## config.mk

```make
export PLATFORM = sky130hd
export DESIGN_NAME = du_tx_arbiter
export DESIGN_NICKNAME = d
export VERILOG_FILES = /design/src/rtl/du_tx_arbiter.sv
export SDC_FILE = /design/constraint.sdc
export NUM_CORES = 1
export LEC_CHECK = 0
export CORE_UTILIZATION = 35
export CTS_CLUSTER_SIZE = 14
export DETAILED_ROUTE_END_ITERATION = 6
export PLACE_DENSITY = 0.71
export SLEW_MARGIN = 30
export SYNTH_ARGS = -nofsm -noshare
export SYNTH_HDL_FRONTEND = slang
export SYNTH_SLANG_ARGS = --single-unit
```

## constraint.sdc

```tcl
create_clock -name i_clock -period 2.85 [get_ports i_clock]
set_clock_uncertainty 0.1 [all_clocks]
set_input_delay 0.57 -clock i_clock [delete_from_list [all_inputs] [get_ports i_clock]]
set_output_delay 0.57 -clock i_clock [all_outputs]
set_load 0.02 [all_outputs]
```

## src/rtl/du_tx_arbiter.sv

```systemverilog
// Round-robin arbiter that shares the debug unit's UART transmitter between word-dump requesters.
// The granted word is latched and sent LSB-first, one byte per tx_start/tx_done handshake.
module du_tx_arbiter #(
   parameter int N_REQ    = 4,
   parameter int NB_DATA  = 32,
   parameter int N_BITS   = 8,
   parameter int NB_STATE = 3
) (
   input  logic                     i_clock,
   input  logic                     i_reset,
   input  logic [N_REQ-1:0]         i_req,
   input  logic [N_REQ*NB_DATA-1:0] i_data,
   input  logic [N_REQ*2-1:0]       i_nbytes,
   input  logic                     i_tx_done,
   output logic                     o_tx_start,
   output logic [N_BITS-1:0]        o_tx_byte,
   output logic [N_REQ-1:0]         o_grant,
   output logic [N_REQ-1:0]         o_done,
   output logic                     o_busy,
   output logic [NB_STATE-1:0]      o_state
);

   localparam int NB_IDX = (N_REQ > 1) ? $clog2(N_REQ) : 1;

   typedef enum logic [2:0] {
      IDLE = 3'b001,
      SEND = 3'b010,
      WAIT = 3'b100
   } state_t;

   state_t             state;
   logic [NB_IDX-1:0]  last;
   logic [NB_IDX-1:0]  owner;
   logic [NB_IDX-1:0]  win_idx;
   logic [NB_IDX-1:0]  cand;
   logic               win_found;
   logic [NB_DATA-1:0] word;
   logic [NB_DATA-1:0] win_word;
   logic [1:0]         count;
   logic [1:0]         idx;
   logic [1:0]         win_nbytes;

   // Search starts just after the previous owner, so a finished requester goes to the back.
   always_comb begin
      win_found = 1'b0;
      win_idx   = last;
      cand      = last;
      for (int k = 1; k <= N_REQ; k++) begin
         cand = NB_IDX'((int'(last) + k) % N_REQ);
         if (!win_found && i_req[cand]) begin
            win_found = 1'b1;
            win_idx   = cand;
         end
      end
   end

   assign win_word   = i_data[int'(win_idx)*NB_DATA +: NB_DATA];
   assign win_nbytes = i_nbytes[2*int'(win_idx) +: 2];
   assign o_state    = NB_STATE'(state);

   always_ff @(posedge i_clock or negedge i_reset) begin
      if (!i_reset) begin
         state      <= IDLE;
         last       <= NB_IDX'(N_REQ - 1);
         owner      <= '0;
         word       <= '0;
         count      <= '0;
         idx        <= '0;
         o_tx_start <= 1'b0;
         o_tx_byte  <= '0;
         o_grant    <= '0;
         o_done     <= '0;
         o_busy     <= 1'b0;
      end else begin
         o_done <= '0;
         case (state)
            IDLE: begin
               if (win_found) begin
                  owner      <= win_idx;
                  word       <= win_word;
                  count      <= win_nbytes;
                  idx        <= '0;
                  o_grant    <= N_REQ'(1) << win_idx;
                  o_busy     <= 1'b1;
                  o_tx_byte  <= win_word[N_BITS-1:0];
                  o_tx_start <= 1'b1;
                  state      <= SEND;
               end
            end
            SEND: begin
               o_tx_start <= 1'b0;
               state      <= WAIT;
            end
            WAIT: begin
               if (i_tx_done) begin
                  if (idx < count) begin
                     idx        <= idx + 2'd1;
                     o_tx_byte  <= word[N_BITS*(int'(idx)+1) +: N_BITS];
                     o_tx_start <= 1'b1;
                     state      <= SEND;
                  end else begin
                     o_done  <= N_REQ'(1) << owner;
                     o_grant <= '0;
                     o_busy  <= 1'b0;
                     last    <= owner;
                     idx     <= '0;
                     state   <= IDLE;
                  end
               end
            end
            default: state <= IDLE;
         endcase
      end
   end

endmodule

```

**Yosys cells after proc, flatten, opt, wreduce, memory -nomap -nowiden**

Cells that the tools add are included.

- Bits in registers: 61
- Output and inout bits: 21
- Word-level logic and storage cells: 92

- Add/sub/neg operators: 6
- Magnitude comparators: 5
- Eq/ne operators: 7
- Shifts and indexed selects: 5
- Multiplexer cells: 42
- Bitwise operators: 1
- Reductions and logical operators: 15

Operator list:

| operator | number |
|---|---|
| variable part select 128 x 8 -> 32 bit | 1 |
| variable part select 32 x 7 -> 8 bit | 1 |
| two-way mux 4 bit | 6 |
| two-way mux 8 bit | 3 |
| two-way mux 2 bit | 8 |
| case mux 8 bit (2 select lines) | 1 |
| two-way mux 1 bit | 13 |
| < comparator 2 x 3 -> 1 bit (second input constant) | 4 |
| AND reduction 4 bit | 3 |
| case mux 3 bit (3 select lines) | 1 |
| binary-select mux 1 bit (select 2 bit) | 4 |
| != test 2 bit (second input constant) | 4 |
| case mux 4 bit (2 select lines) | 1 |
| variable part select 8 x 4 -> 2 bit | 1 |
| << shifter 1 x 2 -> 4 bit (first input constant) | 2 |
| adder 2 x 1 -> 2 bit (second input constant) | 3 |
| two-way mux 3 bit | 2 |
| AND reduction 3 bit | 2 |
| adder 2 bit (second input constant) | 2 |
| case mux 2 bit (2 select lines) | 1 |
| AND reduction 2 bit | 2 |
| adder 2 x 1 -> 3 bit (second input constant) | 1 |
| equality test 3 x 1 -> 1 bit (second input constant) | 1 |
| equality test 3 x 2 -> 1 bit (second input constant) | 1 |
| 9 further kinds | 13 |

**Logic depth before layout (Yosys ltp)**

- Depth in word-level cells: 16
- Mapped depth: 8
- Gate-level depth less buffers: 7

**Worst setup path after synthesis**

Ideal clock, no wire load.

- Path kind: flip-flop to flip-flop
- Start point: reg state[0], in the netlist o_state[0]
- End point: reg count[0]
- Setup time: 0.090 ns
- Data arrival time: 1.679 ns
- Slack: 0.981 ns
- Cell stages (with the launch flop): 7
- Path buffers: 2
- Cell sequence: dfstp_2 -> nor3b_2 -> o41ai_2 -> a21o_1 -> buf_4 -> buf_4 -> o221ai_1

- Longest elaborated chain between the ends: 2

RTL lines:

| element | RTL line | source |
|---|---|---|
| start, declared | 31 | `state_t state;` |
| start signal, assigned | 63 | `state <= IDLE;` |
| start signal, assigned | 87 | `state <= SEND;` |
| start signal, assigned | 92 | `state <= WAIT;` |
| equality test 3 x 1 -> 1 bit | 76 | `case (state)` |
| AND reduction 2 bit (no source line) | -- |  |
| end signal, assigned | 81 | `count <= win_nbytes;` |
| end, declared | 39 | `logic [1:0] count;` |

No other way between the ends.
A chain may end at the register's enable or synchronous reset.

**Worst setup path after layout**

- Start point: in i_req[3]
- End point: reg word[19]

- Longest elaborated chain between the ends: 13
- Elaborated cells between the ends (all ways): 24
- Classes of those cells: shift (1); mux (16); reduce/logical (7)

RTL lines:

| element | RTL line | source |
|---|---|---|
| start, declared | 11 | `input logic [N_REQ-1:0] i_req,` |
| binary-select mux 1 bit (select 2 bit) | 50 | `if (!win_found && i_req[cand]) begin` |
| two-way mux 1 bit (not written as such) | 50 |  |
| two-way mux 1 bit | 50 |  |
| logical NOT 1 bit | 50 |  |
| logical AND 1 bit | 50 |  |
| two-way mux 1 bit | 50 |  |
| logical NOT 1 bit | 50 |  |
| logical AND 1 bit | 50 |  |
| two-way mux 1 bit | 50 |  |
| logical NOT 1 bit | 50 |  |
| logical AND 1 bit | 50 |  |
| two-way mux 2 bit / two-way mux 1 bit (equally long branches) | 50 |  |
| variable part select 128 x 8 -> 32 bit / AND reduction 2 bit (equally long branches) | -- |  |
| end signal, assigned | 80 | `word <= win_word;` |
| end, declared | 37 | `logic [NB_DATA-1:0] word;` |

Several ways; a longest one is shown, not always the timed one. The select of a mux whose other input is x is not followed.

==> metrics <==
Clock Tree Buf Depth=2; post_cts resized=0; Syn. warnings=0; Reg2Reg Depth=8; Synth Register Bits=53; worst skew pair latency=0.31 ns; syn_nets=462; worst flop-to-flop path endpoint=o_tx_byte[5]; Combinational Power Share=0.609; most frequent cells in the layout=162 x clkdlybuf4s50_1, 73 x mux2i_1, 50 x dfrtp_1; crit path max fanout=23; capture point of the worst path=word[19]; setup bufs post-CTS=0; Area growth syn-to-layout=57.8%; RePlAce Congestion=0.730; Rows=34; Initial Util=0.366; Final Hold Violating Endpoints=0; hold crit path type=in -> async; vias after detailed routing=3,118; Final min period=2.37 ns; max-cap violation count=0; Sw Share=0.424; Pre-antenna DRT Iters=6; TritonCTS Buffers=5; Leakage Power=2.21 nW; DP Area=5010 um^2; final setup TNS=0 ns; failing checks=DRC; NetSw=between 0.0015 and 0.002 W; DRT antenna net count=0; I/O pin cnt=about 160; global-route wire length before repair=15,300 um; # placed instances=roughly 580; unrepaired setup endpoints after global routing=false; Pwr Density=886 nW/um^2; Congestion Overflow GR=0; setup violators final=0; synth unique cells=41; Critical path buffers and inverters=3; Critical Path Sink Type=register; reg2reg setup slack=0.66 ns; Slew Limit Headroom=0.661; synth top area cells=dfrtp_1 39%, mux2i_1 23%, o221ai_1 7.0%, nand2_1 4.5%, o21ai_0 3.1%; CP top delay family=buffers and inverters; Die H=~98 um; Crit Path Class=in -> reg; hpwl dp=7610 um; cell-internal power=0.00261 W; share of cells above drive strength 1=0.0745; Worst Path Required=2.94 ns; PortBufs=163; Synth Area in Adders=0.00386; period utilization=0.831; largest family of logic cells by synthesized area=multiplexers; Sink Count=53; clock power share=0.101; XOR/XNOR Fraction of Synth Area=0.00270; slowest stage cell, crit path=clkdlybuf4s50_1; fin util=0.577; crit start category=primary input; area fraction of the dominant cell type after synthesis=0.386; CTS tree=built; Max rail drop VDD=0.000440 V; Simple-Gate Fraction of Synth Area=0.0951; clk slew on worst S/H paths=0.11 ns; Slew Viols, Final=0; H-tree Lvls=2; Slew @ Worst Pin=approximately 0.51 ns; Avg Vias per Cell=about 5.3; synthesized area=around 3200 um^2; final instance area=slightly above 5000 um^2; die width=98.2 um; Finished Layout Cells=591; crit path cell chain=clkdlybuf4s50_1 -> nor2b_1 -> nand2_1 -> o211ai_4 -> buf_12 -> buf_12 -> mux2i_1 -> o221ai_1; DRC violations left=4; Avg WL per Cell=16.2 um; most common cell after layout, fill and taps aside=clkdlybuf4s50_1; register area share after synthesis=0.411; final wirelength=9550 um; vias in the first global route=3,138; Synth Area in Compound Gates=0.191; Critical Path AT=2.45 ns; Root Driver=clkbuf_8; CP most frequent cell=buf_12; hold_buf cts=0; FF-to-FF Start=idx[1]; initial antenna violation count=0; core region area=~9000 um^2; total track usage=0.198; f_max=422 MHz; cell accounting for the most synthesized area=dfrtp_1; largest net degree at the start of global routing=31; nets=626; DR iter-0 viols=124; Flop pwr share=0.290; CP Launch Point=i_req[3]; Post-Syn Area per Cell=10.2 um^2; CP max stage delay=0.58 ns; critical path depth=8; die area=9640 um^2; Syn Inst Count=318; Inserted Diodes=0; multiplexer area fraction after synthesis=0.240; status=finished with violations
[kinds of logic after synthesis]
family | Yosys count
DFF | 53
and+or+nand+nor | 69
adders and majority gates | 1
buffers and inverters | 29
xor gates and xnor gates | 1
AOI/OAI and AO/OA | 88
muxes | 77
[power groups by stage]
| stage | combinational (W) | clock [W] | sequential (W) |
|---|---|---|---|
| 6_report | 0.00276 | 0.000456 | 0.00131 |
| 3_3_place_gp | 0.00273 | 0 | 0.00132 |
| 4_1_cts | 0.00279 | 0.000473 | 0.00131 |
| 5_1_grt | 0.00300 | 0.000503 | 0.00135 |
| 2_1_floorplan | 0.00175 | 0 | 0.00142 |
| 3_5_place_dp | 0.00279 | 0 | 0.00133 |
[Yosys cell counts]
master	instances
nand2_1	39
buf_8	1
a21oi_1	12
o221ai_1	26
o21ai_0	20
dfrtp_1	50
o32a_1	1
o211ai_2	1
buf_1	1
buf_6	5
clkbuf_4	1
nor3b_2	1
nor3_1	5
nand3_1	3
mux2_2	4
nand3b_1	1
inv_1	8
o41ai_2	1
xnor2_1	1
nor2_1	11
a22oi_1	1
dfstp_2	3
nor3_2	1
buf_2	4
or3_1	1
buf_4	5
a22o_1	1
and2_1	1
nor2_2	1
nor2b_1	3
o211ai_1	2
o21ai_1	5
mux2i_1	73
a21boi_0	1
a21o_1	3
o22ai_1	6
o21a_1	2
ha_1	1
o22a_1	6
clkbuf_1	4
nand2b_1	2
[sequential cells by signal, summed over array words and instances (netlist names), 3 cells and up]
register and count:
o_state 3, o_tx_byte 8, o_grant 4, o_done 4, word 24
[how the worst min path moves through the flow]
stage | start | to | slack, ns
floorplan | i_reset | count[0] | 0.17
global placement | owner[1] | o_done[1] | 0.34
detailed placement | owner[1] | o_done[0] | 0.35
CTS | i_reset | o_grant[3] | 0.11
global route | i_reset | o_grant[3] | 0.13
finish | i_reset | o_grant[2] | 0.11
[worst register-to-register path, delay by kind of cell (launching register included)]
family | cells | cell delay [ns]
buf+inv | 2 | 0.41
fa+ha+maj | 1 | 0.29
compound gates | 4 | 0.79
flops | 1 | 0.38
simple gates | 1 | 0.11
[metrics by stage]
stage          setup slack [ns]  power, W  hold WS (ns)
2_1_floorplan             0.981   0.00317         0.174
3_3_place_gp              0.264   0.00404         0.344
3_5_place_dp              0.167   0.00411         0.347
4_1_cts                   0.498   0.00458         0.115
5_1_grt                   0.352   0.00486         0.132
6_report                  0.482   0.00453         0.109
[layout make-up]
cell class                      instances  area, um^2
Tap cell                              108         135
Clock inverter                          3        25.0
Clock buffer                            5        68.8
Inverter                                8        30.0
Fill cell                             806        3740
Multi-Input combinational cell        236        1740
Timing Repair Buffer                  178        1780
Sequential cell                        53        1330
[layer usage]
layer  vias to the layer above  track usage  part of all wire
li1                       1522            -                 -
met1                      1501        0.241              0.42
met2                        88        0.367              0.53
met3                         7       0.0336             0.043
met4                         0       0.0413            0.0098
met5                         -            0                 0
No activity file was read; power rests on OpenSTA's default activity.
